File: config.mk
export PLATFORM = sky130hd
export DESIGN_NAME = irq_ctrl_flat
export DESIGN_NICKNAME = d
export VERILOG_FILES = /design/src/rtl/irq_ctrl_if.sv /design/src/rtl/irq_ctrl.sv /design/src/flat_wrapper.sv
export SDC_FILE = /design/constraint.sdc
export NUM_CORES = 1
export LEC_CHECK = 0
export ABC_AREA = 1
export BUFFER_PORTS_ARGS = -buffer_cell sky130_fd_sc_hd__buf_2
export CAP_MARGIN = 10
export CORE_MARGIN = 2
export CORE_UTILIZATION = 42
export CTS_CLUSTER_DIAMETER = 100
export DETAILED_ROUTE_END_ITERATION = 6
export GPL_ROUTABILITY_DRIVEN = 0
export PLACE_DENSITY_LB_ADDON = 0.12
export SYNTH_ARGS = -nofsm -noshare
export SYNTH_HDL_FRONTEND = slang
export SYNTH_SLANG_ARGS = --single-unit
File: constraint.sdc
create_clock -name clock -period 1.44 [get_ports clock]
set_clock_uncertainty 0.05 [all_clocks]
set_input_delay 0.072 -clock clock [delete_from_list [all_inputs] [get_ports clock]]
set_output_delay 0.072 -clock clock [all_outputs]
set_load 0.05 [all_outputs]
File: src/rtl/irq_ctrl_if.sv
// Register port and core interrupt handshake between irq_ctrl and the mcu0/system glue.
interface irq_ctrl_if;
  logic       wr;
  logic [1:0] addr;
  logic [7:0] wdata;
  logic [7:0] rdata;
  logic       iack;
  logic       eoi;
  logic       interrupt;
  logic [2:0] irq;

  modport master (
    output wr, addr, wdata, iack, eoi,
    input  rdata, interrupt, irq
  );

  modport slave (
    input  wr, addr, wdata, iack, eoi,
    output rdata, interrupt, irq
  );
endinterface

File: src/rtl/irq_ctrl.sv
// Eight-source priority interrupt controller driving the mcu0 interrupt/irq inputs.
// Requests are synchronized, latched, masked and presented one at a time until EOI.
module irq_ctrl #(
  parameter logic [7:0] EDGE = 8'hFF
) (
  input  logic       clock,
  input  logic       reset_n,
  input  logic [7:0] src,
  irq_ctrl_if.slave  bus
);
  // state   | meaning
  // IDLE    | nothing presented, waiting for an enabled pending source
  // ASSERT  | interrupt/irq committed to the core, waiting for iack
  // SERVICE | one source in service, waiting for eoi (no nesting)
  typedef enum logic [1:0] {IDLE, ASSERT, SERVICE} state_t;

  state_t     state;
  logic [7:0] s1, s2, s3;
  logic [7:0] mask, pending, inservice;
  logic [7:0] set_vec, clr_vec, candidate;
  logic [2:0] pick;
  logic       accept;

  always_comb begin
    accept  = (state == ASSERT) && bus.iack;
    set_vec = (EDGE & s2 & ~s3) | (~EDGE & s2);
    if (bus.wr && bus.addr == 2'd3) set_vec = set_vec | bus.wdata;
    clr_vec = '0;
    if (bus.wr && bus.addr == 2'd1) clr_vec = bus.wdata;
    if (accept) clr_vec = clr_vec | (8'd1 << bus.irq);
    candidate = pending & mask;
    pick = '0;
    for (int i = 7; i >= 0; i--) begin
      if (candidate[i]) pick = 3'(i);
    end
  end

  always_comb begin
    case (bus.addr)
      2'd0:    bus.rdata = mask;
      2'd1:    bus.rdata = pending;
      2'd2:    bus.rdata = inservice;
      default: bus.rdata = 8'h00;
    endcase
  end

  // set wins over clear so a level source that is still high stays pending
  always_ff @(posedge clock or negedge reset_n) begin
    if (!reset_n) begin
      s1      <= '0;
      s2      <= '0;
      s3      <= '0;
      mask    <= '0;
      pending <= '0;
    end else begin
      s1      <= src;
      s2      <= s1;
      s3      <= s2;
      pending <= (pending & ~clr_vec) | set_vec;
      if (bus.wr && bus.addr == 2'd0) mask <= bus.wdata;
    end
  end

  always_ff @(posedge clock or negedge reset_n) begin
    if (!reset_n) begin
      state         <= IDLE;
      bus.interrupt <= 1'b0;
      bus.irq       <= '0;
      inservice     <= '0;
    end else begin
      case (state)
        IDLE: begin
          if (candidate != 8'h00) begin
            bus.irq       <= pick;
            bus.interrupt <= 1'b1;
            state         <= ASSERT;
          end
        end
        ASSERT: begin
          if (bus.iack) begin
            inservice     <= 8'd1 << bus.irq;
            bus.interrupt <= 1'b0;
            state         <= SERVICE;
          end
        end
        SERVICE: begin
          if (bus.eoi) begin
            inservice <= '0;
            state     <= IDLE;
          end
        end
        default: state <= IDLE;
      endcase
    end
  end
endmodule

File: src/flat_wrapper.sv
// flat-port wrapper written by rule: the top's interface ports become plain ports
module irq_ctrl_flat 
#(
  parameter logic [7:0] EDGE = 8'hFF
)
  (clock, reset_n, src, bus_wr, bus_addr, bus_wdata, bus_iack, bus_eoi, bus_rdata, bus_interrupt, bus_irq);
  irq_ctrl_if bus_i ();
  input  logic clock;
  input  logic reset_n;
  input  logic [7:0] src;
  input wire logic [$bits(bus_i.wr)-1:0] bus_wr;
  input wire logic [$bits(bus_i.addr)-1:0] bus_addr;
  input wire logic [$bits(bus_i.wdata)-1:0] bus_wdata;
  input wire logic [$bits(bus_i.iack)-1:0] bus_iack;
  input wire logic [$bits(bus_i.eoi)-1:0] bus_eoi;
  output wire logic [$bits(bus_i.rdata)-1:0] bus_rdata;
  output wire logic [$bits(bus_i.interrupt)-1:0] bus_interrupt;
  output wire logic [$bits(bus_i.irq)-1:0] bus_irq;
  assign bus_i.wr = bus_wr;
  assign bus_i.addr = bus_addr;
  assign bus_i.wdata = bus_wdata;
  assign bus_i.iack = bus_iack;
  assign bus_i.eoi = bus_eoi;
  assign bus_rdata = bus_i.rdata;
  assign bus_interrupt = bus_i.interrupt;
  assign bus_irq = bus_i.irq;
  irq_ctrl #(.EDGE(EDGE)) u_core (.clock(clock), .reset_n(reset_n), .src(src), .bus(bus_i));
endmodule
==> impl_metrics.ini, run 1 <==
[floorplanning]
die_x_um = 75.77
ios = 35
coreArea_sq_um = 5042
die-area_sq_um = 5741
initial_utilization = 0.4290
fp-row-count = 26
dieHeight_um = 75.77

[setup_path]
cp_slowest_cell = dfrtp_1
start_kind = flop
slowest_delay_ns = 0.42
critPathMaxFanout = 5
cpLargestDelayFamily = simple AND/OR/NAND/NOR gates
criticalPathCategory = flop to flop
cp-end-kind = flop
arrival_ns = 1.46
path_buf_inv = 1
rrSetupSlack_ns = 0.12
crit_chain = inv_1, nand3_2, nor2_4, nand2_1, nand3_1, o221ai_1
required_ns = 1.58

[power_and_ir_drop]
p_leak_uw = 0.001371
seqPwrFrac = 0.471
switching_share = 0.3921
p_clk_frac = 0.214
internal-power_uw = 2575
powerDensity_nw_per_um2 = 1553
pwr-share-comb = 0.314
p_switching_uw = 1661
ir_drop_mv = 0.6341

[logic_synthesis]
synth_top_area_frac = 0.6246
synth_largest_area_cell = dfrtp_1
ys_seq_area_frac = 0.6246
synth_ff_type = dfrtp_1
syn_area_sq_um = 2163
synth_edf_count = 0
synthArstFlopShare = 1.000
syn_nets = 248
ys_ff_latch = 54
yosysWarnings = 0
syn_area_per_cell_sq_um = 9.615
synthCells = 225
synthTopCellsByArea = dfrtp_1 62%, nand2_1 12%, inv_1 6.6%
synth_most_common_cell = nand2_1
synth_common_cells = 68 x nand2_1, 54 x dfrtp_1, 38 x inv_1
synth_cell_types = 19

[timing]
clock.fmax_mhz = 757.8
rsz0062_at_grt = false
fin_worst_hold_slack_ns = 0.1240
finalCriticalPeriod_ns = 1.320
finalCritPeriodShare = 0.9164
drv_slew = 0
finalHoldViolCount = 0
worst_pin_slew_ns = 0.4300
final.setup.tns_ns = 0
max_slew_margin = 0.7125
setup_viol = 0

[detailed_routing]
drt_first_iter_violations = 75
firstDrtPassIters = 4
vias_per_cell = 4.654
routed_wirelength_um = 4637
wire_per_inst_um = 13.03
ant_nets = 0
route.detailed.drc = 0
num_vias = 1657

[global_routing]
grt_pass1_vias = 1608
grt_start_max_net_pins = 55
track_usage = 0.1842
grt_pass1_wl_um = 7728
grt_remaining_overflow = 0
grt_antenna_before_repair = 0

[min_path]
hp-class = input pin to flop

[run_status]
status = completed

[cts]
cts_buffer_depth = 2
cts_buffers = 5
post_cts_buffers = 0
clk_pin_slew_worst_paths_ns = 0.11
h-tree-depth = 2
clkLatencyLatePin_ns = 0.31
cts-root-buf = clkbuf_8
cts_tree = done
clock-sinks = 54

[cells_and_area]
syn_to_final_growth_pct = 26.08
nets = 308
final_cells = 356
post-route-util = 0.5409
n_antenna_cell = 0
drive_gt1_frac = 0.1818

[run]
cap_viol_max_count = 0

[placed_design]
placed_cells = 329
hpwlAfterDp_um = 3101
io_buffers = 34
## worst register-to-register path: stages (launching register included)
cell and delay, ns:
dfrtp_1 0.42, inv_1 0.10, nand3_2 0.16, nor2_4 0.17, nand2_1 0.11, nand3_1 0.09, o221ai_1 0.11
## final timing paths
| kind | to | cells past startpoint | startpoint |
|---|---|---|---|
| setup / recovery | u_core.pending[1] | 6 | u_core.state[1] |
| hold / removal | u_core.mask[4] | 3 | bus_wr |
| setup reg to reg | u_core.pending[1] | 6 | u_core.state[1] |
| hold reg to reg | u_core.s2[7] | 0 | u_core.s1[7] |
| max in group asynchronous | u_core.s3[3] | 3 | reset_n |
| min in group asynchronous | u_core.mask[7] | 3 | reset_n |
## per-layer routing
metal | vias up | routed length (um) | global-route usage
li1 | 845 | - | -
met1 | 770 | 2261 | 0.2633
met2 | 36 | 2141 | 0.2874
met3 | 6 | 167 | 0.03571
met4 | 0 | 66 | 0.05263
met5 | - | 0 | 0
## registers in the layout, indices dropped and copies added, names as in the netlist
register / cells
u_core.bus.irq: 3
u_core.mask: 8
u_core.pending: 8
u_core.s3: 8
u_core.bus.interrupt: 1
u_core.s1: 8
u_core.s2: 8
u_core.inservice: 8
u_core.state: 2
## power by group through the flow
stage	combinational (uW)	sequential, uW	clock (uW)
after global placement	1270	2010	0
after CTS	1330	1990	948
after detailed placement	1280	2020	0
final	1330	2000	907
after global routing	1520	2050	991
after floorplan	786	2150	0
## layout make-up
class / count / area [sq um]
clock buffer: 5 / 68.82
clock inverter: 3 / 28.78
fill: 470 / 2315
inverter: 38 / 142.6
multi-input combinational: 132 / 668.1
sequential: 54 / 1351
tap: 70 / 87.58
timing repair buffer: 54 / 380.4
## layout by cell type (no fill, tap or decap)
cell           synthesis  routed
nor2_1                 8       8
nand2_4                1       1
o31ai_1                2       2
nand3b_1               1       1
nand2_2                2       2
inv_8                  0       1
buf_2                  0      34
o21a_1                 1       1
inv_6                  0       1
clkinv_4               0       1
o21ai_0                9       9
clkbuf_8               0       5
inv_1                 38      38
o211ai_1               8       8
o221ai_1               8       8
buf_12                 0       1
o21ai_1                8       8
dfrtp_1               54      54
a31o_2                 1       1
dlygate4sd3_1          0      19
nand2_1               68      68
nor2_4                 2       4
nand3_2                1       1
nand3_1               10      10
## through the flow
step                      worst slack (ns)  area [sq um]  total power, uW
after floorplan                     0.1139          2163             2931
after global placement              0.1571          2430             3283
after detailed placement            0.1244          2430             3304
after CTS                          0.09712          2718             4266
after global routing              0.002381          2728             4552
final                               0.1204          2728             4236
## what timing repair did
item	4_1_cts	5_1_grt
endpoints found under the setup margin	0	6
resized for setup	0	2
hold endpoints to repair	72	0
hold buffers	19	0
## logic make-up after synthesis
logic type      after synthesis  synth area share
simple gates                 95            0.1903
flops                        54            0.6246
buf+inv                      39           0.07114
compound gates               37            0.1139
Power figures use the tool's default switching activity.
==> inputs of run 2 (changes only) <==
--- a/config.mk
+++ b/config.mk
@@ -5,7 +5,6 @@
 export SDC_FILE = /design/constraint.sdc
 export NUM_CORES = 1
 export LEC_CHECK = 0
-export ABC_AREA = 1
 export BUFFER_PORTS_ARGS = -buffer_cell sky130_fd_sc_hd__buf_2
 export CAP_MARGIN = 10
 export CORE_MARGIN = 2
==> impl_metrics.ini, run 2 <==
[logic_synthesis]
synthArstFlopShare = 1.000
synth_fa_ha_area_frac = 0
ys_seq_area_frac = 0.6200
synthMuxAreaShare = 0.08496
synthTopCellsByArea = dfrtp_1 62%, nand2_1 5.9%, o21ai_0 4.1%
synth_top_area_frac = 0.6200
synth_common_cells = 54 x dfrtp_1, 34 x nand2_1, 18 x o21ai_0
synthXorXnorAreaFrac = 0
synth_cell_types = 32
ys_ff_latch = 54
syn_nets = 211
synth-compound-area-share = 0.1383
yosysWarnings = 0
syn_area_per_cell_sq_um = 11.59
synth_top_family_by_area = simple AND/OR/NAND/NOR gates
synth_largest_area_cell = dfrtp_1
synth_edf_count = 0
syn_area_sq_um = 2180
synthSimpleGateAreaFrac = 0.1395
synthCells = 188
synth_most_common_cell = dfrtp_1
synth_ff_type = dfrtp_1

[cts]
clkLatencyLatePin_ns = 0.30
cts_buffer_depth = 2
clock-sinks = 54
cts_buffers = 5
cts-root-buf = clkbuf_8
cts_tree = done
h-tree-depth = 2
clk_pin_slew_worst_paths_ns = 0.10

[timing]
clock.fmax_mhz = 695.7
rsz0062_at_grt = true
finalCritPeriodShare = 0.9982
max_slew_margin = 0.7485
finalHoldViolCount = 0
finalCriticalPeriod_ns = 1.437
drv_slew = 0
setup_viol = 0
worst_pin_slew_ns = 0.3772
fin_worst_hold_slack_ns = 0.1009

[placed_design]
io_buffers = 34
placed_cells = 309
hpwlAfterDp_um = 3444

[detailed_routing]
drt_first_iter_violations = 150
route.detailed.drc = 0
num_vias = 1694
firstDrtPassIters = 4
ant_nets = 0
wire_per_inst_um = 14.45
vias_per_cell = 5.027
routed_wirelength_um = 4871

[floorplanning]
ios = 35
die_x_um = 76.04
coreArea_sq_um = 5042
die-area_sq_um = 5782
fp-row-count = 26
initial_utilization = 0.4323
dieHeight_um = 76.04

[setup_path]
criticalPathCategory = flop to flop
slowest_delay_ns = 0.44
critPathMaxFanout = 6
crit_chain = nand3b_1, nor3_1, o21ai_0
arrival_ns = 1.56
start_kind = flop
cp-end-kind = flop
required_ns = 1.57
cp_slowest_cell = dfrtp_2

[power_and_ir_drop]
p_switching_uw = 1760
internal-power_uw = 2994
switching_share = 0.3703
seqPwrFrac = 0.447
powerDensity_nw_per_um2 = 1600
pwr-share-comb = 0.371
ir_drop_mv = 0.7757
p_clk_frac = 0.182
p_leak_uw = 0.001417

[run]
cap_viol_max_count = 0

[global_routing]
grt_pass1_vias = 1703
use_met1 = 0.2496
grt_antenna_before_repair = 0
grt_busiest_layer = met2
grt_start_max_net_pins = 55
met3_usage = 0.04976
grt_remaining_overflow = 0
grt_pass1_wl_um = 8162
track_usage = 0.1799
grt_use_met2 = 0.2750

[cells_and_area]
n_antenna_cell = 0
mostFrequentLayoutCells = 53 x dfrtp_1, 34 x nand2_1, 27 x buf_2
final_cells = 337
drive_gt1_frac = 0.3221
syn_to_final_growth_pct = 36.34
final_common_cell = dfrtp_1
nets = 289

[run_status]
status = completed

[min_path]
hp-class = input pin to flop
## run 2: cell types whose count changed after synthesis, moves of 9 or more
cell	delta
inv_1	-36
nand2_1	-34
a21oi_1	+12
nand3_1	-9
nor2b_1	+9
o21ai_0	+9
## run 2: through the flow
step / cell area, sq um / power, uW / util / setup TNS, ns / setup slack [ns]
2_1_floorplan: 2180 / 3122 / - / 0 / 0.07954
3_3_place_gp: 2597 / 3663 / 0.5151 / -0.01942 / -0.01942
3_5_place_dp: 2597 / 3702 / 0.5151 / -0.03774 / -0.03774
4_1_cts: 2889 / 4658 / 0.5730 / -0.03264 / -0.02448
5_1_grt: 2972 / 5055 / 0.5893 / -0.2951 / -0.06116
6_report: 2972 / 4754 / 0.5893 / 0 / 0.002548
## run 2: per-layer routing
metal,vias up,part of all wire
met1,836,0.46
met3,11,0.044
met4,0,0.021
li1,802,-
met5,-,0
met2,45,0.47
## run 2: final timing paths
| kind | slack, ns | depth (start not counted) | from | end |
|---|---|---|---|---|
| min in group asynchronous | 0.22 | 3 | reset_n | u_core.inservice[2] |
| worst min register to register | 0.30 | 0 | u_core.s1[2] | u_core.s2[2] |
| worst min-delay path | 0.10 | 3 | bus_iack | u_core.state[0] |
| max in group asynchronous | 0.86 | 3 | reset_n | u_core.state[1] |
| worst max register to register | 0.003 | 3 | u_core.state[1] | u_core.pending[3] |
| worst max-delay path | 0.003 | 3 | u_core.state[1] | u_core.pending[3] |
## run 2: timing repair
item	4_1_cts	5_1_grt
pin swaps	0	7
setup endpoints to repair	4	18
setup buffers	0	2
endpoints found under the hold margin	79	0
resized for setup	3	27
hold buffers	18	0
## run 2: power by group through the flow
stage,combinational [uW],clock [uW],sequential [uW]
2_1_floorplan,853,0,2270
3_3_place_gp,1570,0,2090
3_5_place_dp,1590,0,2110
4_1_cts,1650,916,2100
5_1_grt,1920,966,2170
6_report,1760,866,2120
## run 2: logic make-up after synthesis
kind of cell | after synthesis
and+or+nand+nor | 62
DFF | 54
AOI/OAI and AO/OA | 48
muxes | 17
buffers and inverters | 7
## run 2: layout make-up
cell class              count  area, sq um
repair buffers             76        599.3
fillers                   428         2071
clock inverters             2        12.51
multi-input cells         127        829.5
well taps                  70        87.58
clock buffers               6        82.58
flip-flops and latches     54         1353
inverters                   2        7.507
## run 2: critical path, delay by kind of cell, from the launching register on
family	cells	cell delay, ns
compound gates	1	0.15
simple gates	2	0.67
flops	1	0.44
